### src/rtl/lia_readout_sched.sv
// rtl/lia_readout_sched.sv - snapshots all lock-in channel X/Y results at a decimated tick and hands them to the CPU one channel at a time
// Optional visit mask: define LIA_SCHED_CH_MASK_EN to add the ch_mask port.
module lia_readout_sched #(
    parameter int NCH     = 8,
    parameter int DW      = 16,
    parameter int DECIM_W = 16,
    parameter int CW      = $clog2(NCH)
) (
    input  logic               clk_clk,
    input  logic               reset_reset_n,
    input  logic [NCH*DW-1:0]  lia_x,
    input  logic [NCH*DW-1:0]  lia_y,
    input  logic               run,
    input  logic [DECIM_W-1:0] decim,
    input  logic               cpu_ack,
    input  logic               clr_ovr,
`ifdef LIA_SCHED_CH_MASK_EN
    input  logic [NCH-1:0]     ch_mask,
`endif
    output logic [DW-1:0]      out_x,
    output logic [DW-1:0]      out_y,
    output logic [CW-1:0]      out_ch,
    output logic               out_valid,
    output logic               overrun,
    output logic               busy
);

    typedef enum logic [1:0] {
        S_IDLE    = 2'd0,
        S_WAIT    = 2'd1,
        S_PRESENT = 2'd2
    } state_t;

    state_t              state_q, state_d;
    logic [DECIM_W-1:0]  cnt_q, cnt_d;
    logic [NCH*DW-1:0]   shadow_x_q, shadow_x_d;
    logic [NCH*DW-1:0]   shadow_y_q, shadow_y_d;
    logic [CW-1:0]       ch_q, ch_d;
    logic [DW-1:0]       out_x_q, out_x_d;
    logic [DW-1:0]       out_y_q, out_y_d;
    logic                valid_q, valid_d;
    logic                overrun_q, overrun_d;

    logic [NCH-1:0]      tick_mask;
    logic [NCH-1:0]      act_mask;
    logic [DECIM_W-1:0]  decim_m1;
    logic                tick;
    logic                first_ok, nxt_ok;
    logic [CW-1:0]       first_ch, nxt_ch;

`ifdef LIA_SCHED_CH_MASK_EN
    logic [NCH-1:0]      mask_q, mask_d;
    assign tick_mask = ch_mask;
    assign act_mask  = mask_q;
`else
    localparam logic [NCH-1:0] ALL_CH = '1;
    assign tick_mask = ALL_CH;
    assign act_mask  = ALL_CH;
`endif

    // Lowest channel at or above start whose mask bit is set; MSB flags a hit.
    function automatic logic [CW:0] find_from(input logic [NCH-1:0] m, input int start);
        logic [CW:0] r;
        r = '0;
        for (int i = NCH - 1; i >= 0; i--) begin
            if (i >= start && m[i]) begin
                r = {1'b1, CW'(i)};
            end
        end
        return r;
    endfunction

    // >= rather than == so a smaller decim takes effect without waiting for a wrap.
    assign decim_m1 = (decim == '0) ? '0 : decim - DECIM_W'(1);
    assign tick     = (cnt_q >= decim_m1);

    assign {first_ok, first_ch} = find_from(tick_mask, 0);
    assign {nxt_ok, nxt_ch}     = find_from(act_mask, int'(ch_q) + 1);

    always_comb begin
        state_d    = state_q;
        cnt_d      = cnt_q;
        shadow_x_d = shadow_x_q;
        shadow_y_d = shadow_y_q;
        ch_d       = ch_q;
        out_x_d    = out_x_q;
        out_y_d    = out_y_q;
        valid_d    = valid_q;
        overrun_d  = overrun_q & ~clr_ovr;
`ifdef LIA_SCHED_CH_MASK_EN
        mask_d     = mask_q;
`endif

        if (!run || state_q == S_IDLE || tick) begin
            cnt_d = '0;
        end else begin
            cnt_d = cnt_q + DECIM_W'(1);
        end

        if (!run) begin
            state_d = S_IDLE;
            valid_d = 1'b0;
        end else begin
            case (state_q)
                S_IDLE: begin
                    state_d = S_WAIT;
                end
                S_WAIT: begin
                    if (tick) begin
                        shadow_x_d = lia_x;
                        shadow_y_d = lia_y;
`ifdef LIA_SCHED_CH_MASK_EN
                        mask_d     = ch_mask;
`endif
                        if (first_ok) begin
                            ch_d    = first_ch;
                            out_x_d = lia_x[int'(first_ch)*DW +: DW];
                            out_y_d = lia_y[int'(first_ch)*DW +: DW];
                            valid_d = 1'b1;
                            state_d = S_PRESENT;
                        end
                    end
                end
                S_PRESENT: begin
                    // A tick here is dropped; the set overrides a same-cycle clear.
                    if (tick) begin
                        overrun_d = 1'b1;
                    end
                    if (cpu_ack) begin
                        if (nxt_ok) begin
                            ch_d    = nxt_ch;
                            out_x_d = shadow_x_q[int'(nxt_ch)*DW +: DW];
                            out_y_d = shadow_y_q[int'(nxt_ch)*DW +: DW];
                        end else begin
                            valid_d = 1'b0;
                            state_d = S_WAIT;
                        end
                    end
                end
                default: begin
                    state_d = S_IDLE;
                    valid_d = 1'b0;
                end
            endcase
        end
    end

    always_ff @(posedge clk_clk or negedge reset_reset_n) begin
        if (!reset_reset_n) begin
            state_q    <= S_IDLE;
            cnt_q      <= '0;
            shadow_x_q <= '0;
            shadow_y_q <= '0;
            ch_q       <= '0;
            out_x_q    <= '0;
            out_y_q    <= '0;
            valid_q    <= 1'b0;
            overrun_q  <= 1'b0;
`ifdef LIA_SCHED_CH_MASK_EN
            mask_q     <= '0;
`endif
        end else begin
            state_q    <= state_d;
            cnt_q      <= cnt_d;
            shadow_x_q <= shadow_x_d;
            shadow_y_q <= shadow_y_d;
            ch_q       <= ch_d;
            out_x_q    <= out_x_d;
            out_y_q    <= out_y_d;
            valid_q    <= valid_d;
            overrun_q  <= overrun_d;
`ifdef LIA_SCHED_CH_MASK_EN
            mask_q     <= mask_d;
`endif
        end
    end

    assign out_x     = out_x_q;
    assign out_y     = out_y_q;
    assign out_ch    = ch_q;
    assign out_valid = valid_q;
    assign overrun   = overrun_q;
    assign busy      = (state_q == S_PRESENT);

endmodule

### config.mk
export PLATFORM = sky130hd
export DESIGN_NAME = lia_readout_sched
export DESIGN_NICKNAME = d
export VERILOG_FILES = /design/src/rtl/lia_readout_sched.sv
export SDC_FILE = /design/constraint.sdc
export NUM_CORES = 1
export LEC_CHECK = 0
export ABC_CLOCK_PERIOD_IN_PS = 5760
export CORE_UTILIZATION = 40
export CTS_BUF_LIST = sky130_fd_sc_hd__clkbuf_8
export DETAILED_ROUTE_END_ITERATION = 12
export SETUP_SLACK_MARGIN = 0.1
export SYNTH_ARGS = -nofsm -noshare
export SYNTH_HDL_FRONTEND = slang
export SYNTH_SLANG_ARGS = --single-unit
export TNS_END_PERCENT = 20
### constraint.sdc
create_clock -name clk_clk -period 5.76 [get_ports clk_clk]
set_input_delay 0.576 -clock clk_clk [delete_from_list [all_inputs] [get_ports clk_clk]]
set_output_delay 0.576 -clock clk_clk [all_outputs]
set_load 0.005 [all_outputs]
**Word-level counts from Yosys, hierarchy flattened**

Index checks and enable logic that the tools add are counted.

- Register bits after elaboration: 311
- Input port bits: 277
- Logic and storage cells: 79

- Add/sub/neg operators: 3
- Order comparisons: 9
- Equality and inequality tests: 9
- Shifts and indexed selects: 2
- Muxes and demuxes: 35
- Bitwise operators: 2
- Reduce and logical (&&, ||, !) cells: 10

Operators with widths:

| kind | count |
|---|---|
| $shiftx 128x8->16 | 2 |
| $mux 16 | 8 |
| $pmux 16 s2 | 2 |
| $mux 4 | 8 |
| $add 16x1->16 const B | 1 |
| $ge 16x16->1 | 1 |
| $ge 3x4->1 const A | 4 |
| $logic_not 16->1 | 1 |
| $sub 16x1->16 const B | 1 |
| $mux 3 | 3 |
| $ne 3x3->1 const B | 3 |
| $ge 1x4->1 const A | 2 |
| $ge 2x4->1 const A | 2 |
| $mux 2 | 4 |
| $mux 1 | 7 |
| $ne 2x2->1 const B | 3 |
| $pmux 2 s3 | 1 |
| $pmux 3 s2 | 1 |
| $reduce_and 3->1 | 2 |
| $reduce_and 5->1 | 1 |
| $add 3x1->4 const B | 1 |
| $reduce_and 4->1 | 1 |
| $pmux 1 s3 | 1 |
| $eq 2x1->1 const B | 1 |
| other kinds (8) | 9 |

**Longest topological paths before layout**

- Depth in word-level cells: 14
- Mapped depth: 17

**Worst setup path after synthesis**

OpenSTA, ideal clock, no wires.

- Kind: input port to flip-flop
- Start point: input decim[3]
- End point: register shadow_x_q[0]
- Setup time: 0.125 ns
- Arrival time: 4.277 ns
- Required time: 5.635 ns
- Path slack: 1.358 ns
- Stages: 17
- Path buffers: 4
- Cell sequence: or3_1 nor4_1 nand2_1 nor3b_1 xor2_1 nand2_1 ha_1 and4_1 nand4_1 or4_1 and3_1 buf_6 a21o_1 buf_6 buf_6 buf_6 mux2_4

- Cells in the longest elaborated chain, start to end: 4
- Elaborated cells on any way between the ends: 5

Ends and longest elaborated chain:

| item | line | RTL |
|---|---|---|
| start: declaration | 14 | `input logic [DECIM_W-1:0] decim,` |
| $sub 16x1->16 or $logic_not 16->1 (tied branches) | 74 | `assign decim_m1 = (decim == '0) ? '0 : decim - DECIM_W'(1);` |
| $mux 16 (*) | 74 |  |
| $ge 16x16->1 (*) | 75 | `assign tick = (cnt_q >= decim_m1);` |
| $reduce_and 3->1 (no source line) (*) | n/a |  |
| end signal: assignment | 165 | `shadow_x_q <= shadow_x_d;` |
| end: declaration | 36 | `logic [NCH*DW-1:0] shadow_x_q, shadow_x_d;` |

Every way passes the cells marked *; elsewhere a longest branch is shown, timed or not.
A chain may end at the register's enable or synchronous reset.

**Worst setup path after layout**

- Start point: input decim[3]
- End point: register shadow_y_q[62]

- Cells in the longest elaborated chain, start to end: 4
- Elaborated cells on any way between the ends: 5

Ends and longest elaborated chain:

| item | line | RTL |
|---|---|---|
| $sub 16x1->16 or $logic_not 16->1 (tied branches) | 74 |  |
| $mux 16 (*) | 74 |  |
| $ge 16x16->1 (*) | 75 |  |
| $reduce_and 3->1 (no source line) (*) | n/a |  |
| end signal: assignment | 166 | `shadow_y_q <= shadow_y_d;` |
| end: declaration | 37 | `logic [NCH*DW-1:0] shadow_y_q, shadow_y_d;` |

Marks and branches as above.

==> flow_metrics.py <==
metrics = {
    "power": {
        "clockPowerShare": 0.440,
        "pwr-share-seq": 0.463,
        "p_comb_frac": 0.097,
        "vdd_ir_drop_max_v": 0.000145,
        "powerDensity_nw_per_um2": 239,
        "p_sw_frac": 0.234,
        "p_leak_nw": 9.67,
        "intPower_w": 0.00373,
        "p_sw_w": 0.00114,
    },
    "timing": {
        "hold_violations": 0,
        "fin_crit_sh": 0.809,
        "layout_min_cycle_time_ps": 4660,
        "clock_skew_ps": 33.2,
        "slew_headroom": 0.232,
        "worst_pin_slew_ps": 1150,
        "rsz0062_at_grt": "no",
        "fmax_mhz": 215,
        "setup_viol": 0,
        "slew_viol_final": 0,
        "fin_tns_setup_ps": 0,
        "hold_ws_ps": 497,
    },
    "synthesis": {
        "synthesis.nets": 1554,
        "synthCells": 1256,
        "synth_xor_area_frac": 0.0157,
        "synth_top_area_share": 0.498,
        "synth_edf_count": 0,
        "ys.flop_type": "dfrtp_1",
        "synth_cell_types": 45,
        "synth_top_family_by_area": "multiplexers",
        "syn_area_sq_um": 15600,
        "yosysTopAreaCell": "dfrtp_1",
        "seq_area_frac_synth": 0.498,
        "synth_seq_cells": 311,
        "muxShareOfSynthArea": 0.282,
        "synth_simple_gate_area_frac": 0.110,
        "ys_warn_count": 0,
        "synth_fa_ha_area_frac": 0.0168,
        "synth-compound-area-share": 0.0424,
        "synth.avg_cell_area_sq_um": 12.4,
        "async_flop_share": 1.00,
        "synth.area.top_cells": "dfrtp_1 (50%), mux2_4 (21%), nand2_1 (5.4%)",
    },
    "worst_setup_path": {
        "worstPathCellList": "clkdlybuf4s50_1 > or3_1 > nor4_1 > buf_4 > nand2_1 > nor4_1 > xor2_1 > nand2_1 > ha_1 > and2_1 > a221o_1 > a21oi_1 > and3_1 > a21o_4 > buf_12 > mux2_2",
        "critPathArrivalTime_ps": 5160,
        "critPathTopFamily": "simple AND/OR/NAND/NOR gates",
        "required_ps": 6260,
        "worstSetupStartpoint": "decim[3]",
        "cp_max_fo": 77,
        "r2r-start": "state_q[0]",
        "crit_path_end_kind": "register",
        "startpoint_type": "input port",
        "cp_slowest_cell": "a21o_4",
        "cp.buffers_inverters": 3,
        "slowest_delay_ps": 470,
        "worstSetupPathType": "input port to register",
    },
    "floorplan": {
        "dieArea_sq_um": 39900,
        "num_rows": 72,
        "die_h_microns": 200,
        "core_sq_um": 38600,
        "num_io_pins": 315,
        "start_util": 0.405,
        "fp.dieW_microns": 200,
    },
    "clocking": {
        "worst_setup_hold_path_clk_slew_ps": 60,
        "cts_tree": "yes",
        "cts-root-buf": "clkbuf_8",
        "cts-resized-gates": 0,
        "cts_made_buffers": 56,
        "cts_sinks": 311,
        "clock_path_buffers": 3,
        "htree_num_levels": 2,
        "clk_latency_ps": 640,
    },
    "job": {
        "max_cap_violations": 0,
    },
    "run_status": {
        "status": "finished, final reports clean",
    },
    "global_routing": {
        "grt_pass1_vias": 11100,
        "grt_max_degree": 189,
        "grt_pass1_wl_microns": 68300,
        "grt_antenna_before_repair": 8,
        "grt_overflow_total": 0,
        "grt_usage": 0.231,
    },
    "final_layout": {
        "n_fill_cell": 3445,
        "areaGrowthSynthToFinish_pct": 30.6,
        "nNetsFinal": 1869,
        "drive_above_1_share": 0.246,
        "seq_area_sq_um": 7780,
        "multi_input_area_sq_um": 7360,
    },
    "drt": {
        "viasPerCell": 5.03,
        "vias": 10800,
        "drtAntennaViolNets": 0,
        "drc": 0,
        "dr.pass1.iters": 4,
        "drt_iter0_markers": 582,
        "wl_microns": 45800,
        "routedWlPerCell_microns": 21.4,
    },
    "placed_design": {
        "gp_congestion": 0.891,
        "dp_hpwl_microns": 31300,
        "port_buffers": 314,
    },
    "hold_path": {
        "hold_path.class": "input port to asynchronous set/reset pin",
    },
}
-- area by class of cell --
class                      count  share of cell area
antenna                        8            0.000981
clock buffer                  72              0.0486
clock inverter                28             0.00828
inverter                      10             0.00184
multi-input combinational    858               0.361
sequential                   311               0.381
tap                          518              0.0318
timing repair buffer         334               0.166
-- stage by stage --
step	setup slack, ps	utilization	cell area [sq um]	std cells	power [W]
6_report	1100	0.529	20400	2139	0.00488
5_1_grt	878	0.529	20400	2139	0.00507
4_1_cts	1180	0.529	20400	2131	0.00496
3_5_place_dp	500	0.498	19200	2030	0.00277
3_3_place_gp	568	0.498	19200	2030	0.00277
2_1_floorplan	1360	-	15600	1256	0.00239
-- worst paths after layout --
path | to | depth (start not counted) | slack [ps]
worst max register to register | out_y[12] | 7 | 2190
worst min-delay path | shadow_y_q[86] | 2 | 500
worst min register to register | shadow_y_q[87] | 1 | 500
worst max-delay path | shadow_y_q[62] | 16 | 1100
min in group clk_clk | shadow_y_q[87] | 1 | 500
max in group asynchronous | cnt_q[4] | 3 | 3750
-- worst register-to-register path: cells and delay by family (launching register included) --
family	cells	cell delay (ps)
buffers and inverters	1	750
flip-flops	1	420
multiplexers	1	260
AND/OR/NAND/NOR	5	2050
-- kinds of logic after synthesis --
group	count (synthesis)
buf+inv	87
simple gates	398
flops	311
mux	322
compound gates	89
fa+ha+maj	21
xor+xnor	28
-- layer usage --
metal  track usage  up-vias  wire length [microns]
met4         0.101        0                   1310
met5             0        -                      0
li1              -     5057                      -
met3        0.0390       74                   2350
met1         0.335     5337                  21800
met2         0.337      299                  20300
-- registers in the layout, indices dropped and copies added (netlist names) --
| register | cells |
|---|---|
| cnt_q | 16 |
| shadow_y_q | 128 |
| out_ch | 3 |
| out_y | 16 |
| overrun | 1 |
| shadow_x_q | 128 |
| out_valid | 1 |
| out_x | 16 |
| state_q | 2 |
-- what timing repair did --
| item | CTS | global route |
|---|---|---|
| hold endpoints to repair | 68 | 0 |
| setup buffers | 0 | 0 |
| hold buffers | 1 | 0 |
-- cells in the mapped netlist (all sizes together) (2+ instances only) --
cell type,n
a211oi,2
a21o,3
a21oi,6
a31oi,32
a32oi,32
and2,3
and3,38
buf,38
clkbuf,39
dfrtp,311
ha,21
inv,10
mux2,288
mux2i,34
nand2,224
nand2b,4
nand3,44
nand4,4
nand4b,2
nor2,62
nor2b,2
nor3,6
nor4,3
o21ai,5
or3,2
xnor2,12
xor2,16
-- cell usage in the layout, fill, tap and decap left out, types with 38 or more instances in the layout --
| cell | n |
|---|---|
| nor2_1 | 61 |
| nand2_1 | 224 |
| and3_1 | 38 |
| nand3_1 | 44 |
| mux2_2 | 70 |
| mux2_4 | 218 |
| clkbuf_8 | 72 |
| clkdlybuf4s50_1 | 313 |
| dfrtp_1 | 311 |
-- power by group through the flow --
stage / combinational, W / clock (W) / sequential [W]
3_5_place_dp: 0.000479 / 0 / 0.00229
5_1_grt: 0.000508 / 0.00230 / 0.00226
4_1_cts: 0.000482 / 0.00222 / 0.00226
2_1_floorplan: 0.0000912 / 0 / 0.00229
6_report: 0.000475 / 0.00215 / 0.00226
3_3_place_gp: 0.000477 / 0 / 0.00229
Note: power is estimated with default switching activity, not from simulation.
